## src/rtl/ysyx_24080006_pkg.sv

```systemverilog
// Shared types for the ysyx_24080006 core: load/store op codes, exception codes and LSU states.
package ysyx_24080006_pkg;

  localparam int DATA_W = 32;

  typedef enum logic [2:0] {
    OP_LB  = 3'd0,
    OP_LH  = 3'd1,
    OP_LW  = 3'd2,
    OP_LBU = 3'd3,
    OP_LHU = 3'd4,
    OP_SB  = 3'd5,
    OP_SH  = 3'd6,
    OP_SW  = 3'd7
  } lsu_op_e;

  typedef enum logic [1:0] {
    EXC_NONE     = 2'd0,
    EXC_MISALIGN = 2'd1,
    EXC_ACCESS   = 2'd2
  } lsu_exc_e;

  typedef enum logic [1:0] {
    ST_IDLE = 2'd0,
    ST_REQ  = 2'd1,
    ST_WAIT = 2'd2,
    ST_DONE = 2'd3
  } lsu_state_e;

endpackage

```

## src/rtl/ysyx_24080006_lsu_align.sv

```systemverilog
// Combinational byte-lane logic for the LSU: alignment check, store lane
// replication with byte strobes, and load extract with sign/zero extension.
module ysyx_24080006_lsu_align
  import ysyx_24080006_pkg::*;
(
  input  lsu_op_e           op,
  input  logic [1:0]        offset,
  input  logic [DATA_W-1:0] st_data,
  input  logic [DATA_W-1:0] ld_word,
  output logic              misalign,
  output logic              is_store,
  output logic [3:0]        wstrb,
  output logic [DATA_W-1:0] wdata,
  output logic [DATA_W-1:0] ld_data
);

  function automatic logic [DATA_W-1:0] sext8(input logic signed [7:0] b);
    logic signed [DATA_W-1:0] r;
    r = DATA_W'(b);
    return r;
  endfunction

  function automatic logic [DATA_W-1:0] sext16(input logic signed [15:0] h);
    logic signed [DATA_W-1:0] r;
    r = DATA_W'(h);
    return r;
  endfunction

  logic [DATA_W-1:0] word;

  always_comb begin
    misalign = 1'b0;
    is_store = 1'b0;
    wstrb    = 4'b0000;
    wdata    = '0;
    ld_data  = '0;
    word     = ld_word >> {offset, 3'b000};

    case (op)
      OP_LH, OP_LHU, OP_SH: misalign = offset[0];
      OP_LW, OP_SW:         misalign = |offset;
      default:              misalign = 1'b0;
    endcase

    case (op)
      OP_SB: begin
        is_store = 1'b1;
        wstrb    = 4'b0001 << offset;
        wdata    = {4{st_data[7:0]}};
      end
      OP_SH: begin
        is_store = 1'b1;
        wstrb    = 4'b0011 << offset;
        wdata    = {2{st_data[15:0]}};
      end
      OP_SW: begin
        is_store = 1'b1;
        wstrb    = 4'b1111;
        wdata    = st_data;
      end
      OP_LB:   ld_data = sext8(word[7:0]);
      OP_LH:   ld_data = sext16(word[15:0]);
      OP_LBU:  ld_data = {24'b0, word[7:0]};
      OP_LHU:  ld_data = {16'b0, word[15:0]};
      OP_LW:   ld_data = word;
      default: ld_data = '0;
    endcase
  end

endmodule

```

## src/rtl/ysyx_24080006_lsu.sv

```systemverilog
// Load/store unit: one data-memory transaction in flight, valid/ready on both
// pipeline sides, misalignment and bus-error reporting to write-back.
module ysyx_24080006_lsu
  import ysyx_24080006_pkg::*;
(
  input  logic              clock,
  input  logic              reset_n,
  input  logic              in_valid,
  output logic              in_ready,
  input  logic [DATA_W-1:0] in_addr,
  input  logic [DATA_W-1:0] in_wdata,
  input  lsu_op_e           in_op,
  input  logic [4:0]        in_rd,
  output logic              req_valid,
  input  logic              req_ready,
  output logic              req_we,
  output logic [DATA_W-1:0] req_addr,
  output logic [DATA_W-1:0] req_wdata,
  output logic [3:0]        req_wstrb,
  input  logic              rsp_valid,
  input  logic [DATA_W-1:0] rsp_rdata,
  input  logic              rsp_err,
  output logic              out_valid,
  input  logic              out_ready,
  output logic [DATA_W-1:0] out_rdata,
  output logic [4:0]        out_rd,
  output logic              out_wen,
  output lsu_exc_e          out_exc
);

  lsu_state_e state_q, state_d;
  logic       rdy_en;

  logic [DATA_W-1:0] addr_p0, wdata_p0;
  lsu_op_e           op_p0;
  logic [4:0]        rd_p0;
  logic [DATA_W-1:0] rdata_p1;
  logic              wen_p1;
  lsu_exc_e          exc_p1;

  lsu_op_e           op_sel;
  logic [1:0]        off_sel;
  logic              misalign, is_store;
  logic [3:0]        fmt_wstrb;
  logic [DATA_W-1:0] fmt_wdata, fmt_ldata;
  logic              accept;

  // In IDLE the alignment check must see the incoming op; afterwards the captured one.
  assign op_sel  = (state_q == ST_IDLE) ? in_op : op_p0;
  assign off_sel = (state_q == ST_IDLE) ? in_addr[1:0] : addr_p0[1:0];

  ysyx_24080006_lsu_align u_align (
    .op       (op_sel),
    .offset   (off_sel),
    .st_data  (wdata_p0),
    .ld_word  (rsp_rdata),
    .misalign (misalign),
    .is_store (is_store),
    .wstrb    (fmt_wstrb),
    .wdata    (fmt_wdata),
    .ld_data  (fmt_ldata)
  );

  // rdy_en keeps in_ready low until the first edge after reset releases.
  assign in_ready = rdy_en && (state_q == ST_IDLE);
  assign accept   = in_valid && in_ready;

  always_ff @(posedge clock or negedge reset_n) begin
    if (!reset_n) begin
      state_q <= ST_IDLE;
      rdy_en  <= 1'b0;
    end else begin
      state_q <= state_d;
      rdy_en  <= 1'b1;
    end
  end

  always_comb begin
    state_d = state_q;
    case (state_q)
      ST_IDLE: if (accept)    state_d = misalign ? ST_DONE : ST_REQ;
      ST_REQ:  if (req_ready) state_d = ST_WAIT;
      ST_WAIT: if (rsp_valid) state_d = ST_DONE;
      ST_DONE: if (out_ready) state_d = ST_IDLE;
      default:                state_d = ST_IDLE;
    endcase
  end

  // Stage p0: operands captured at acceptance.
  always_ff @(posedge clock) begin
    if (accept) begin
      addr_p0  <= in_addr;
      wdata_p0 <= in_wdata;
      op_p0    <= in_op;
      rd_p0    <= in_rd;
    end
  end

  // Stage p1: write-back result, from the alignment check or the bus response.
  always_ff @(posedge clock) begin
    if (accept) begin
      rdata_p1 <= '0;
      wen_p1   <= 1'b0;
      exc_p1   <= misalign ? EXC_MISALIGN : EXC_NONE;
    end else if ((state_q == ST_WAIT) && rsp_valid) begin
      rdata_p1 <= (rsp_err || is_store) ? '0 : fmt_ldata;
      wen_p1   <= !rsp_err && !is_store;
      exc_p1   <= rsp_err ? EXC_ACCESS : EXC_NONE;
    end
  end

  // Payloads are gated by state so every output reads zero outside its phase.
  always_comb begin
    req_valid = (state_q == ST_REQ);
    req_we    = req_valid && is_store;
    req_addr  = req_valid ? {addr_p0[31:2], 2'b00} : '0;
    req_wdata = req_valid ? fmt_wdata : '0;
    req_wstrb = req_valid ? fmt_wstrb : 4'b0000;
    out_valid = (state_q == ST_DONE);
    out_rdata = out_valid ? rdata_p1 : '0;
    out_rd    = out_valid ? rd_p0 : 5'd0;
    out_wen   = out_valid && wen_p1;
    out_exc   = out_valid ? exc_p1 : EXC_NONE;
  end

endmodule
```

## config.mk

```make
export PLATFORM = sky130hd
export DESIGN_NAME = ysyx_24080006_lsu
export DESIGN_NICKNAME = d
export VERILOG_FILES = /design/src/rtl/ysyx_24080006_pkg.sv /design/src/rtl/ysyx_24080006_lsu_align.sv /design/src/rtl/ysyx_24080006_lsu.sv
export SDC_FILE = /design/constraint.sdc
export NUM_CORES = 1
export LEC_CHECK = 0
export ABC_AREA = 1
export CAP_MARGIN = 20
export CORE_ASPECT_RATIO = 0.9
export CORE_MARGIN = 1
export CORE_UTILIZATION = 48
export CTS_CLUSTER_DIAMETER = 60
export DETAILED_ROUTE_END_ITERATION = 10
export PLACE_DENSITY = 0.93
export REMOVE_ABC_BUFFERS = 1
export SLEW_MARGIN = 10
export SYNTH_ARGS = -nofsm -noshare
export SYNTH_HDL_FRONTEND = slang
export SYNTH_SLANG_ARGS = --single-unit
```

## constraint.sdc

```tcl
create_clock -name clock -period 8 [get_ports clock]
set_input_delay 1.6 -clock clock [delete_from_list [all_inputs] [get_ports clock]]
set_output_delay 1.6 -clock clock [all_outputs]
set_load 0.02 [all_outputs]
```

==> metrics.md <==
| Metric | Value |
|---|---|
| Most Crowded Layer GR | `met2` |
| Count of warnings emitted by yosys | `0` |
| Remaining Overflow, GRT | `0` |
| Die Y-Extent | `between 100 and 150 um` |
| Layout area overhead | `43.8%` |
| First-pass detailed-route iteration total | `5` |
| Final setup slack of the worst path | `1.82 ns` |
| Global-route usage over all layers | `25.2%` |
| Number of failing setup endpoints in the final timing report | `0` |
| Fillcell total | `approximately 900` |
| Netlist area before placement | `5810 um^2` |
| Post-Layout Cell Count | `1147` |
| Largest voltage drop on the vdd net | `0.000169 V` |
| Status | `complete, no violations` |
| Fmax | `162 MHz` |
| Count of flip-flops with a built-in enable after synthesis | `74` |
| H-tree Lvls | `3` |
| Residual DRC count | `0` |
| Number of cells produced by synthesis | `785` |
| Synthesized area per cell | `7.40 um^2` |
| Final Slew Violations | `0` |
| Worst slack at placement | `around 1.8 ns` |
| CTS clk-pin slew, worst paths | `0.07 ns` |
| Met2 Use GR | `between 40% and 50%` |
| Total wire length | `around 16000 um` |
| Required time of the critical path | `roughly 6.4 ns` |
| Hold slack | `0.453 ns` |
| Fraction of met3 tracks used by global routing | `4.83%` |
| Via-to-Cell Ratio | `between 4 and 5` |
| Routed length per instance | `13.8 um` |
| Cell type contributing the most total cell area after synthesis | `sky130_fd_sc_hd__edfxtp_1` |
| Top FF cell, synth | `sky130_fd_sc_hd__edfxtp_1` |
| Critical path launch point type | `primary input` |
| Die area | `12600 um^2` |
| Standard-cell rows | `37` |
| Cell chain of the critical path | `clkdlybuf4s50_1 > inv_1 > nand2_1 > nand2_2 > inv_2 > nand2_2 > nor2_1 > clkinv_1 > nor2_1 > clkdlybuf4s50_1` |
| Max clock buf depth | `2` |
| Crit Path Category | `in2out` |
| Antenna-violating nets left | `0` |
| Setup Skew | `0.00379 ns` |
| Share of post-route cells with drive strength above 1 | `3.83%` |
| Crit-path max cell delay | `0.66 ns` |
| I/O Buffers | `220` |
| I/O pin cnt | `223` |
| Startpoint of the worst setup timing path | `in_op[2]` |
| Sequential share of the synthesized area | `50.9%` |
| Met1 routing resource usage after global routing | `29.2%` |
| Power after layout | `2.28 mW` |
| Final nets | `1101` |
| Cell with the biggest individual delay on the critical path | `sky130_fd_sc_hd__clkdlybuf4s50_1` |
| Via count of the first global-routing pass | `around 5200` |
| Placed Cells incl. Taps | `1131` |
| Origin of the worst min-delay path | `rdata_p1[10]` |
| Pin count of the biggest net entering global routing | `73` |
| Min-Delay Path Class | `reg2reg` |
| DR iter-0 viols | `350` |
| Wire length of the first global-routing pass | `24700 um` |
| Initial antenna violation count | `0` |
| Async set-or-reset flop fraction in the synthesized netlist | `under 10%` |
| Number of buffers inserted by post-CTS setup repair | `0` |
| Synthesis-stage register bit count | `110` |
| Total core area | `11600 um^2` |
| Ranking of synthesized cells by instance count | `sky130_fd_sc_hd__nand2_1 (316), sky130_fd_sc_hd__inv_1 (148), sky130_fd_sc_hd__edfxtp_1 (74), sky130_fd_sc_hd__nand3_1 (60), sky130_fd_sc_hd__nor2_1 (37)` |
| Clock sink count | `110` |
| Final HPWL DP | `11200 um` |
| Setup TNS | `0 ns` |
| RR Startpoint | `state_q[0]` |
| Period utilization | `77.3%` |
| Max-cap violations | `0` |
| Clock latency on the worst-skew pair | `about 0.34 ns` |
| Setup repair after global routing missed its margin | `no` |
| Shortest period the worst path allows | `roughly 6.2 ns` |
| Root Buffer Master | `sky130_fd_sc_hd__clkbuf_16` |
| Vias after detailed routing | `5593` |
| Global placer's final weighted congestion | `around 0.83` |
| Transition at the pin with the smallest max-transition slack | `between 1 and 1.5 ns` |
| Library cell with the highest instance count after synthesis | `sky130_fd_sc_hd__nand2_1` |
| Dominant cells by area after synthesis | `sky130_fd_sc_hd__edfxtp_1 (38%), sky130_fd_sc_hd__nand2_1 (20%), sky130_fd_sc_hd__dfxtp_1 (11%), sky130_fd_sc_hd__inv_1 (9.6%), sky130_fd_sc_hd__nand3_1 (5.2%)` |
| Number of buffers created by CTS | `9` |
| Areal power density over the cells | `~270 nW/um^2` |
| CP endpoint kind | `primary output` |
| Post-synth top area share | `38.2%` |
| Endpoints failing hold | `0` |
| Leakage dissipation | `roughly 4.2 nW` |
| Number of distinct library cells after synthesis | `26` |
| Critical-path maximum fanout | `11` |
| Cts repair resizes | `0` |
| TritonCTS clock tree | `done` |
| Worst slew margin relative to its limit | `between 30 and 40%` |
| Antenna fix cells | `0` |
| Data arrival time of the critical path | `around 4.6 ns` |
| Starting density of the core | `50.0%` |
| Chip Width | `approximately 120 um` |
| Hold-fix buffers, CTS | `0` |
metal layers:
| layer | up-vias | routed length (um) |
|---|---|---|
| li1 | 2785 | - |
| met1 | 2532 | 6390 |
| met2 | 237 | 7900 |
| met3 | 39 | 1030 |
| met4 | 0 | 472 |
| met5 | - | 0 |
cells by family after synthesis:
kind of cell	Yosys count	synth area share (%)
adder cells (fa/ha/maj)	4	0.861
AO/OA/AOI/OAI	51	5.08
other	2	0.129
flip-flops	110	50.9
AND/OR/NAND/NOR	430	30.1
buffers and inverters	188	13.0
sequential cells by signal, indices dropped and copies added (netlist names):
name and count:
op_p0 3, exc_p1 2, rdy_en 1, rd_p0 5, rdata_p1 32, state_q 2, wdata_p0 32, wen_p1 1
addr_p0 32
where the power goes:
part           internal, mW  total (mW)  switching [mW]
combinational         0.392        1.09           0.696
clock                 0.246       0.444           0.199
sequential            0.705       0.744          0.0392
final timing paths:
kind | depth (start not counted) | slack, ns | end
min in group asynchronous | 1 | 1.43 | state_q[0]
hold reg to reg | 2 | 0.45 | rdata_p1[10]
hold / removal | 2 | 0.45 | rdata_p1[10]
setup / recovery | 10 | 1.82 | req_wdata[5]
setup reg to reg | 10 | 4.73 | rdata_p1[31]
max in group asynchronous | 1 | 6.44 | rdy_en
placed cells by master (no fill, tap or decap):
| cell | count |
|---|---|
| sky130_fd_sc_hd__clkdlybuf4s50_1 | 220 |
| sky130_fd_sc_hd__ha_1 | 4 |
| sky130_fd_sc_hd__conb_1 | 3 |
| sky130_fd_sc_hd__o211ai_1 | 16 |
| sky130_fd_sc_hd__inv_2 | 4 |
| sky130_fd_sc_hd__dfrtp_1 | 3 |
| sky130_fd_sc_hd__nor2_1 | 37 |
| sky130_fd_sc_hd__buf_4 | 5 |
| sky130_fd_sc_hd__clkbuf_16 | 9 |
| sky130_fd_sc_hd__clkbuf_1 | 3 |
| sky130_fd_sc_hd__inv_1 | 147 |
| sky130_fd_sc_hd__clkinv_1 | 1 |
| sky130_fd_sc_hd__a21oi_1 | 14 |
| sky130_fd_sc_hd__nand3_1 | 60 |
| sky130_fd_sc_hd__nor2_2 | 3 |
| sky130_fd_sc_hd__nor2_4 | 1 |
| sky130_fd_sc_hd__edfxtp_1 | 74 |
| sky130_fd_sc_hd__inv_4 | 1 |
| sky130_fd_sc_hd__dfxtp_1 | 33 |
| sky130_fd_sc_hd__inv_6 | 2 |
| sky130_fd_sc_hd__nand2_2 | 7 |
| sky130_fd_sc_hd__o21ai_1 | 10 |
| sky130_fd_sc_hd__and2_1 | 1 |
| sky130_fd_sc_hd__o21ai_0 | 11 |
| sky130_fd_sc_hd__or2_2 | 4 |
| sky130_fd_sc_hd__nor3_4 | 1 |
| sky130_fd_sc_hd__bufinv_16 | 1 |
| sky130_fd_sc_hd__nand2_1 | 316 |
cell type report:
cell class | count | area, um^2 | area share (%)
flip-flops and latches | 110 | 2960 | 35.4
well taps | 156 | 195 | 2.34
repair buffers | 225 | 2240 | 26.8
clock inverters | 4 | 53.8 | 0.644
inverters | 152 | 571 | 6.83
clock buffers | 12 | 236 | 2.83
multi-input cells | 488 | 2100 | 25.2
critical path, delay by kind of cell:
kind / cells / cell delay [ns]
buffers and inverters: 5 / 1.85
and+or+nand+nor: 5 / 1.11
per-stage QoR:
stage	util, %	cell area [um^2]
3_5_place_dp	69.4	8070
5_1_grt	71.9	8360
4_1_cts	71.9	8360
3_3_place_gp	69.4	8070
2_1_floorplan	-	5630
6_report	71.9	8360
Note: power is estimated with default switching activity, not from simulation.
